File: config.mk
export PLATFORM = sky130hd
export DESIGN_NAME = aes_ke_ctrl
export DESIGN_NICKNAME = d
export VERILOG_FILES = /design/src/rtl/aes_pkg.sv /design/src/rtl/aes_rcon_gen.sv /design/src/rtl/aes_ke_ctrl.sv
export SDC_FILE = /design/constraint.sdc
export NUM_CORES = 1
export LEC_CHECK = 0
export ABC_AREA = 1
export ABC_CLOCK_PERIOD_IN_PS = 1500
export CAP_MARGIN = 15
export CORE_UTILIZATION = 45
export CTS_CLUSTER_SIZE = 16
export DETAILED_ROUTE_END_ITERATION = 10
export GPL_TIMING_DRIVEN = 0
export PLACE_DENSITY_LB_ADDON = 0.3
export SYNTH_ARGS = -nofsm -noshare
export SYNTH_HDL_FRONTEND = slang
export SYNTH_HIERARCHICAL = 1
export SYNTH_SLANG_ARGS = --single-unit
File: constraint.sdc
create_clock -name clk -period 1.5 [get_ports clk]
set_input_delay 0.15 -clock clk [delete_from_list [all_inputs] [get_ports clk]]
set_output_delay 0.15 -clock clk [all_outputs]
set_load 0.02 [all_outputs]
File: src/rtl/aes_pkg.sv
// Shared AES definitions: key-expansion sequencer state encoding, round/Rcon constants
// and the GF(2^8) xtime helper (also used by the MixColumns logic).
package aes_pkg;

   typedef enum logic [2:0] {
      KE_IDLE    = 3'd0,
      KE_LOAD    = 3'd1,
      KE_WAIT    = 3'd2,
      KE_PRESENT = 3'd3,
      KE_STEP    = 3'd4,
      KE_DONE    = 3'd5
   } ke_state_e;

   localparam logic [3:0] ROUND_LAST_C = 4'd10;
   localparam logic [7:0] RCON_FIRST_C = 8'h01;
   localparam logic [7:0] AES_POLY_C   = 8'h1B;

   function automatic logic [7:0] xtime(input logic [7:0] b);
      xtime = {b[6:0], 1'b0} ^ (b[7] ? AES_POLY_C : 8'h00);
   endfunction

endpackage

File: src/rtl/aes_rcon_gen.sv
// Round-constant register for AES-128 key expansion: clear to 0x00, advance 0x00 -> 0x01,
// then multiply by x in GF(2^8) on every further advance.
module aes_rcon_gen
   import aes_pkg::*;
(
   input  logic       clk,
   input  logic       rst_n,
   input  logic       clear,
   input  logic       advance,
   output logic [7:0] rcon
);

   logic [7:0] rcon_r;

   // Rcon state: clear wins over advance
   always_ff @(posedge clk or negedge rst_n) begin
      if (!rst_n) begin
         rcon_r <= 8'h00;
      end else if (clear) begin
         rcon_r <= 8'h00;
      end else if (advance) begin
         rcon_r <= (rcon_r == 8'h00) ? RCON_FIRST_C : xtime(rcon_r);
      end else begin
         rcon_r <= rcon_r;
      end
   end

   assign rcon = rcon_r;

endmodule

File: src/rtl/aes_ke_ctrl.sv
// AES-128 key-expansion sequencer: load strobe, ten step strobes with Rcon, valid/ready
// round-key presentation. Optional AES_KE_CTRL_PERF_EN adds a saturating stall counter.
module aes_ke_ctrl
   import aes_pkg::*;
#(
   parameter int unsigned KE_LAT     = 32'd1,
   parameter logic [3:0]  ROUND_LAST = ROUND_LAST_C
)(
   input  logic        clk,
   input  logic        rst_n,
   input  logic        start_in,
   input  logic        abort_in,
   input  logic        rk_ready_in,
   output logic        ke_load_out,
   output logic        ke_step_out,
   output logic [7:0]  rcon_out,
   output logic [3:0]  round_out,
   output logic        rk_valid_out,
   output logic        busy_out,
   output logic        done_out
`ifdef AES_KE_CTRL_PERF_EN
   ,
   output logic [15:0] stall_cnt_out
`endif
);

   localparam logic [2:0] WAIT_INIT_C = 3'(KE_LAT - 32'd1);

   ke_state_e  state_r, state_s;
   logic [2:0] cnt_r, cnt_s;
   logic [3:0] round_r, round_s;
   logic       rcon_clr_s, rcon_adv_s;

   aes_rcon_gen u_rcon (
      .clk     (clk),
      .rst_n   (rst_n),
      .clear   (rcon_clr_s),
      .advance (rcon_adv_s),
      .rcon    (rcon_out)
   );

   // Next-state, latency counter and round index; abort overrides every non-idle state
   always_comb begin
      state_s    = state_r;
      cnt_s      = cnt_r;
      round_s    = round_r;
      rcon_clr_s = 1'b0;
      rcon_adv_s = 1'b0;
      if ((state_r != KE_IDLE) && abort_in) begin
         state_s    = KE_IDLE;
         cnt_s      = 3'd0;
         round_s    = 4'd0;
         rcon_clr_s = 1'b1;
      end else begin
         case (state_r)
            KE_IDLE: begin
               if (start_in && !abort_in) begin
                  state_s    = KE_LOAD;
                  round_s    = 4'd0;
                  rcon_clr_s = 1'b1;
               end else begin
                  state_s = KE_IDLE;
               end
            end
            KE_LOAD, KE_STEP: begin
               if (KE_LAT == 32'd1) begin
                  state_s = KE_PRESENT;
               end else begin
                  state_s = KE_WAIT;
                  cnt_s   = WAIT_INIT_C;
               end
            end
            KE_WAIT: begin
               cnt_s = (cnt_r == 3'd0) ? 3'd0 : cnt_r - 3'd1;
               if (cnt_r <= 3'd1) begin
                  state_s = KE_PRESENT;
               end else begin
                  state_s = KE_WAIT;
               end
            end
            KE_PRESENT: begin
               if (!rk_ready_in) begin
                  state_s = KE_PRESENT;
               end else if (round_r < ROUND_LAST) begin
                  state_s    = KE_STEP;
                  round_s    = round_r + 4'd1;
                  rcon_adv_s = 1'b1;
               end else begin
                  state_s = KE_DONE;
               end
            end
            KE_DONE: begin
               state_s = KE_IDLE;
            end
            default: begin
               state_s    = KE_IDLE;
               cnt_s      = 3'd0;
               round_s    = 4'd0;
               rcon_clr_s = 1'b1;
            end
         endcase
      end
   end

   // State plus outputs decoded from the next state so every strobe leaves a flop
   always_ff @(posedge clk or negedge rst_n) begin
      if (!rst_n) begin
         state_r      <= KE_IDLE;
         cnt_r        <= 3'd0;
         round_r      <= 4'd0;
         ke_load_out  <= 1'b0;
         ke_step_out  <= 1'b0;
         rk_valid_out <= 1'b0;
         busy_out     <= 1'b0;
         done_out     <= 1'b0;
      end else begin
         state_r      <= state_s;
         cnt_r        <= cnt_s;
         round_r      <= round_s;
         ke_load_out  <= (state_s == KE_LOAD);
         ke_step_out  <= (state_s == KE_STEP);
         rk_valid_out <= (state_s == KE_PRESENT);
         busy_out     <= (state_s != KE_IDLE);
         done_out     <= (state_s == KE_DONE);
      end
   end

   assign round_out = round_r;

`ifdef AES_KE_CTRL_PERF_EN
   logic [15:0] stall_r;
   logic        start_ok_s;

   assign start_ok_s = (state_r == KE_IDLE) && start_in && !abort_in;

   // Saturating count of presented-but-not-accepted cycles, cleared per expansion
   always_ff @(posedge clk or negedge rst_n) begin
      if (!rst_n) begin
         stall_r <= 16'd0;
      end else if (start_ok_s) begin
         stall_r <= 16'd0;
      end else if (rk_valid_out && !rk_ready_in && (stall_r != 16'hFFFF)) begin
         stall_r <= stall_r + 16'd1;
      end else begin
         stall_r <= stall_r;
      end
   end

   assign stall_cnt_out = stall_r;
`endif

endmodule

* Word-level counts from Yosys, hierarchy flattened
Index checks and enable logic that the tools add are counted.
** Word-level totals
- Bits in registers :: 23
- Bits of input ports :: 5
- Output and inout port bits :: 17
- Word-level logic and storage cells :: 67
** Operators by class
- Add/subtract/negate cells :: 2
- Order comparisons :: 2
- Equality and inequality tests :: 14
- Muxes and demuxes :: 25
- Bitwise gates (word level) :: 1
- Reduce and logical (&&, ||, !) cells :: 14
** Operator list (count)
- 2-to-1 mux 8 bit :: 3
- 2-to-1 mux 4 bit :: 4
- == test 3 bit (second input constant) :: 4
- 2-to-1 mux 3 bit :: 4
- one-hot mux 3 bit (4 select lines) :: 1
- one-hot mux 4 bit (3 select lines) :: 1
- OR reduction 5 bit :: 2
- == test 3 x 2 -> 1 bit (second input constant) :: 3
- 2-to-1 mux 1 bit :: 9
- inequality test 3 bit (second input constant) :: 3
- logical NOT 8 bit :: 1
- XOR 8 bit :: 1
- == test 3 x 1 -> 1 bit (second input constant) :: 2
- logical NOT 3 bit :: 2
- one-hot mux 3 bit (2 select lines) :: 1
- nonzero test 3 bit :: 2
- 2-to-1 mux 5 bit :: 1
- adder 4 x 1 -> 4 bit (second input constant) :: 1
- less-than comparator 4 bit (second input constant) :: 1
- inequality test 2 x 1 -> 1 bit (second input constant) :: 2
- AND reduction 4 bit :: 1
- OR reduction 4 bit :: 1
- less-or-equal comparator 3 x 1 -> 1 bit (second input constant) :: 1
- subtractor 3 x 1 -> 3 bit (second input constant) :: 1
- other kinds (5) :: 6

* Logic depth before layout (Yosys ltp)
- Depth after elaboration :: 7
- Gate-level depth with buffers :: 10
- Depth with buffers taken out :: 10

* Modules after synthesis
Netlist, hierarchy kept.
** Modules (own cells, without submodules)
- aes_ke_ctrl :: times used 1, cells each 98, area each 820.8 um2, seq. area each 375.4 um2
- aes_rcon_gen :: times used 1, cells each 45, area each 370.4 um2, seq. area each 200.2 um2

* Worst setup path after synthesis
OpenSTA, ideal clock, no wires.
- Kind :: register to register
- Start point :: register state_r[0]
- End point :: register u_rcon.rcon_r[5] (netlist: u_rcon/rcon[5])
- Arrival :: 1.432 ns
- Setup slack :: -0.014 ns
- Cell stages (with the launch flop) :: 8
- Buffers on the path :: 0
- Cell sequence :: dfrtp_1 -> nor2_1 -> nand2_2 -> nand2_2 -> nand3_4 -> nor2_1 -> nand2_1 -> o22ai_1
** On the way
- Elaborated cells on any way between the ends :: 15
** RTL lines
- start: declaration :: RTL line aes_ke_ctrl.sv:29 : ke_state_e state_r, state_s;
- start signal: assignment :: RTL line aes_ke_ctrl.sv:117 : state_r <= state_s;
- == test 3 x 2 -> 1 bit or nonzero test 3 bit (tied branches) :: RTL line aes_ke_ctrl.sv:55, aes_ke_ctrl.sv:49
- 2-to-1 mux 1 bit or logical AND 1 bit (tied branches) :: RTL line aes_ke_ctrl.sv:55, aes_ke_ctrl.sv:49
- 2-to-1 mux 1 bit * :: RTL line aes_ke_ctrl.sv:49 : if ((state_r != KE_IDLE) && abort_in) begin
- net rcon_adv_s :: RTL line aes_ke_ctrl.sv:32 : logic rcon_clr_s, rcon_adv_s;
- nonzero test 2 bit (no line) *
- end signal: assignment :: RTL line aes_rcon_gen.sv:22 : rcon_r <= (rcon_r == 8'h00) ? RCON_FIRST_C : xtime(rcon_r);
- end signal: assignment :: RTL line aes_rcon_gen.sv:24 : rcon_r <= rcon_r;
- end: declaration :: RTL line aes_rcon_gen.sv:13 : logic [7:0] rcon_r;
The timed path passes the listed nets; every way through them passes the cells marked *.
A chain may end at the register's enable or synchronous reset.

* Worst setup path in the final report
- Start point :: register state_r[0]
- End point :: register u_rcon.rcon_r[1] (netlist: u_rcon/rcon[1])
Same word-level chain as after synthesis.

==> metrics.cfg <==
[run]
maxCapViolCount=0

[clock_network]
cts_buffers=3
cts.path.max_buffers=2
clkLatencyLatePin_ns=0.31
clk_pin_slew_worst_paths_ns=0.12
cts.htree.levels=1
clock-root-buffer=clkbuf_4
cts_tree=built
ctsHoldBuffers=0
cts_sinks=23

[worst_setup_path]
worstSetupStartpoint=state_r[0]
cp_top_family=simple AND/OR/NAND/NOR gates
reg2reg_from=state_r[0]
crit_type=reg2reg
max_stage_delay_ns=0.47
cp_slowest_cell=dfrtp_2
worstPathArrival_ns=1.74
cp_data_required_time_ns=1.75
cp_max_fo=5
worstPathCellList=nor2_4 -> nand2_4 -> nand2_4 -> nand3_4 -> nor2_4 -> buf_6 -> nand3_2 -> o21ai_2
crit_path_start_kind=flop
critPathBufInv=1
cp-end-kind=flop

[global_route]
grt_overflow=0
busiest_layer=met2
grt_use_met1=0.235
grtUsageTotal=0.192
first_global_vias=902
grt_pass1_wl_mm=3.89
grt_use_met3=0.0632
grt_max_degree=24
grt_antenna_before_repair=0
met2_usage=0.313

[floorplan]
die_x_um=53.5
core_area_um2=2500
row_count=18
pin_count=22
die_h_um=53.5
dieArea_um2=2860
initial_utilization=0.476

[power_and_ir_drop]
p_switching_uw=935
p_int_mw=1.29
p_comb_frac=0.511
p_clk_frac=0.126
switching_share=0.421
power_frac_seq=0.363
power.density_nw_per_um2=1360
ir_drop_mv=1.05
power.static_leakage_nw=0.958

[logic_synthesis]
syn-instance-count=143
synth_edf_count=0
ys_ff_latch=23
yosys.area.top_type_share=0.483
avgSynthCellArea_um2=8.33
synth_area_leader_cell=dfrtp_1
synthFlopType=dfrtp_1
ys.warnings.count=6
syn_nets=151
synth_area_leaders=dfrtp_1 (48%), nand2_1 (11%), nand3_1 (6.7%)
ys_seq_area_frac=0.483
yosysMostFrequentCell=nand2_1
ys_top_cells_by_count=nand2_1 (34), dfrtp_1 (23), inv_1 (20), nand3_1 (16), nor2_1 (14)
synth_cell_types=22
netlist_area_um2=1190
async_reset_ff_frac=1.00

[drt]
drc=0
wl_mm=2.61
vias=1071
drtAntennaViolNets=0
wire_per_inst_um=12.5
post_drt_via_cell_ratio=5.12
first_pass_iters=5
first_iter_violations=23

[place]
dp.cells=194
gp_congestion=0.807
portBuffers=21
placed_cell_area_um2=1440
dp_hpwl_mm=1.75

[timing]
hold_viol=0
fmax_mhz=669
finalCriticalPeriod_ns=1.50
drv_slew=0
finalSetupViolations=0
worst_pin_slew_ns=1.01
max_slew_margin=0.328
fin_skew_ns=0.00271
whs_ns=0.377
period_share=0.997
tns_ns=0
rsz0062_at_grt=yes

[layout]
num_antenna_cells=0
nFillCells=187
design_area_um2=1640
syn_to_final_growth_pct=37.3
final_cell_count_no_fill=209
nNetsFinal=188
layout-drive-gt1-share=0.229

[run_status]
status=finished clean

[min_path]
min_path_type=in2async

-- routing by layer --
layer / vias to the layer above / wire length, µm
li1: 530 / -
met5: - / 0
met1: 494 / 1110
met4: 0 / 81
met3: 12 / 153
met2: 35 / 1270
-- layout make-up --
class | instances | area [µm²] | share of cell area
multi-input cells | 96 | 582 | 0.356
flip-flops and latches | 23 | 579 | 0.354
inverters | 23 | 91.3 | 0.0559
well taps | 30 | 37.5 | 0.0230
clock buffers | 4 | 26.3 | 0.0161
plain buffers | 1 | 15.0 | 0.00918
repair buffers | 32 | 304 | 0.186
-- registers in the layout, summed over array words and instances (netlist names) --
name          count
cnt_r             3
busy_out          1
done_out          1
rk_valid_out      1
ke_load_out       1
u_rcon/rcon       8
ke_step_out       1
round_out         4
state_r           3
-- power groups by stage --
stage | Sequential, mW | Combinational (mW) | Clock, mW
3_3_place_gp | 0.789 | 0.839 | 0
5_1_grt | 0.822 | 1.23 | 0.315
3_5_place_dp | 0.792 | 0.862 | 0
6_report | 0.807 | 1.14 | 0.279
2_1_floorplan | 0.852 | 0.538 | 0
4_1_cts | 0.799 | 0.891 | 0.292
-- metrics by stage --
| step | worst slack [ns] | utilization | total power, mW |
|---|---|---|---|
| 6_report | 0.00472 | 0.654 | 2.22 |
| 5_1_grt | -0.0580 | 0.654 | 2.36 |
| 4_1_cts | 0.00261 | 0.597 | 1.98 |
| 3_5_place_dp | -0.136 | 0.577 | 1.65 |
| 3_3_place_gp | -0.142 | 0.577 | 1.63 |
| 2_1_floorplan | 0.0750 | - | 1.39 |
-- layout by cell type, fill, tap and decap left out, types with 3 or more instances in the layout --
master,n
ha_1,3
dfrtp_1,20
nand2_1,30
o21ai_0,5
clkdlybuf4s50_1,9
nor2_1,11
inv_1,18
nand2_2,3
o21ai_1,5
dlymetal6s2s_1,6
clkbuf_4,3
nor2_4,5
dfrtp_2,3
xor2_1,3
nand3_1,15
inv_2,3
dlygate4sd2_1,6
nand2_4,3
buf_4,10
-- timing repair --
| item | 4_1_cts | 5_1_grt |
|---|---|---|
| resized for setup | 16 | 24 |
| setup buffers | 1 | 10 |
| pin swaps | 3 | 5 |
| endpoints found under the setup margin | 14 | 15 |
-- logic make-up (layout without fill, tap and decap cells) --
group / after synthesis / count (layout) / share of synthesized area
DFF: 23 / 23 / 0.483
buffers and inverters: 24 / 60 / 0.0819
and+or+nand+nor: 74 / 74 / 0.305
AOI/OAI and AO/OA: 16 / 16 / 0.0767
adders and majority gates: 3 / 3 / 0.0315
xor gates and xnor gates: 3 / 3 / 0.0221
-- final timing paths --
kind,endpoint,slack [ns],cells after the start
max in group asynchronous,state_r[0],0.45,1
min in group clk,ke_load_out,0.44,3
worst min register to register,u_rcon/rcon[2],0.57,2
worst min-delay path,cnt_r[0],0.38,1
worst max register to register,u_rcon/rcon[1],0.005,8
worst max-delay path,u_rcon/rcon[1],0.005,8
(Power assumes the default switching activity.)
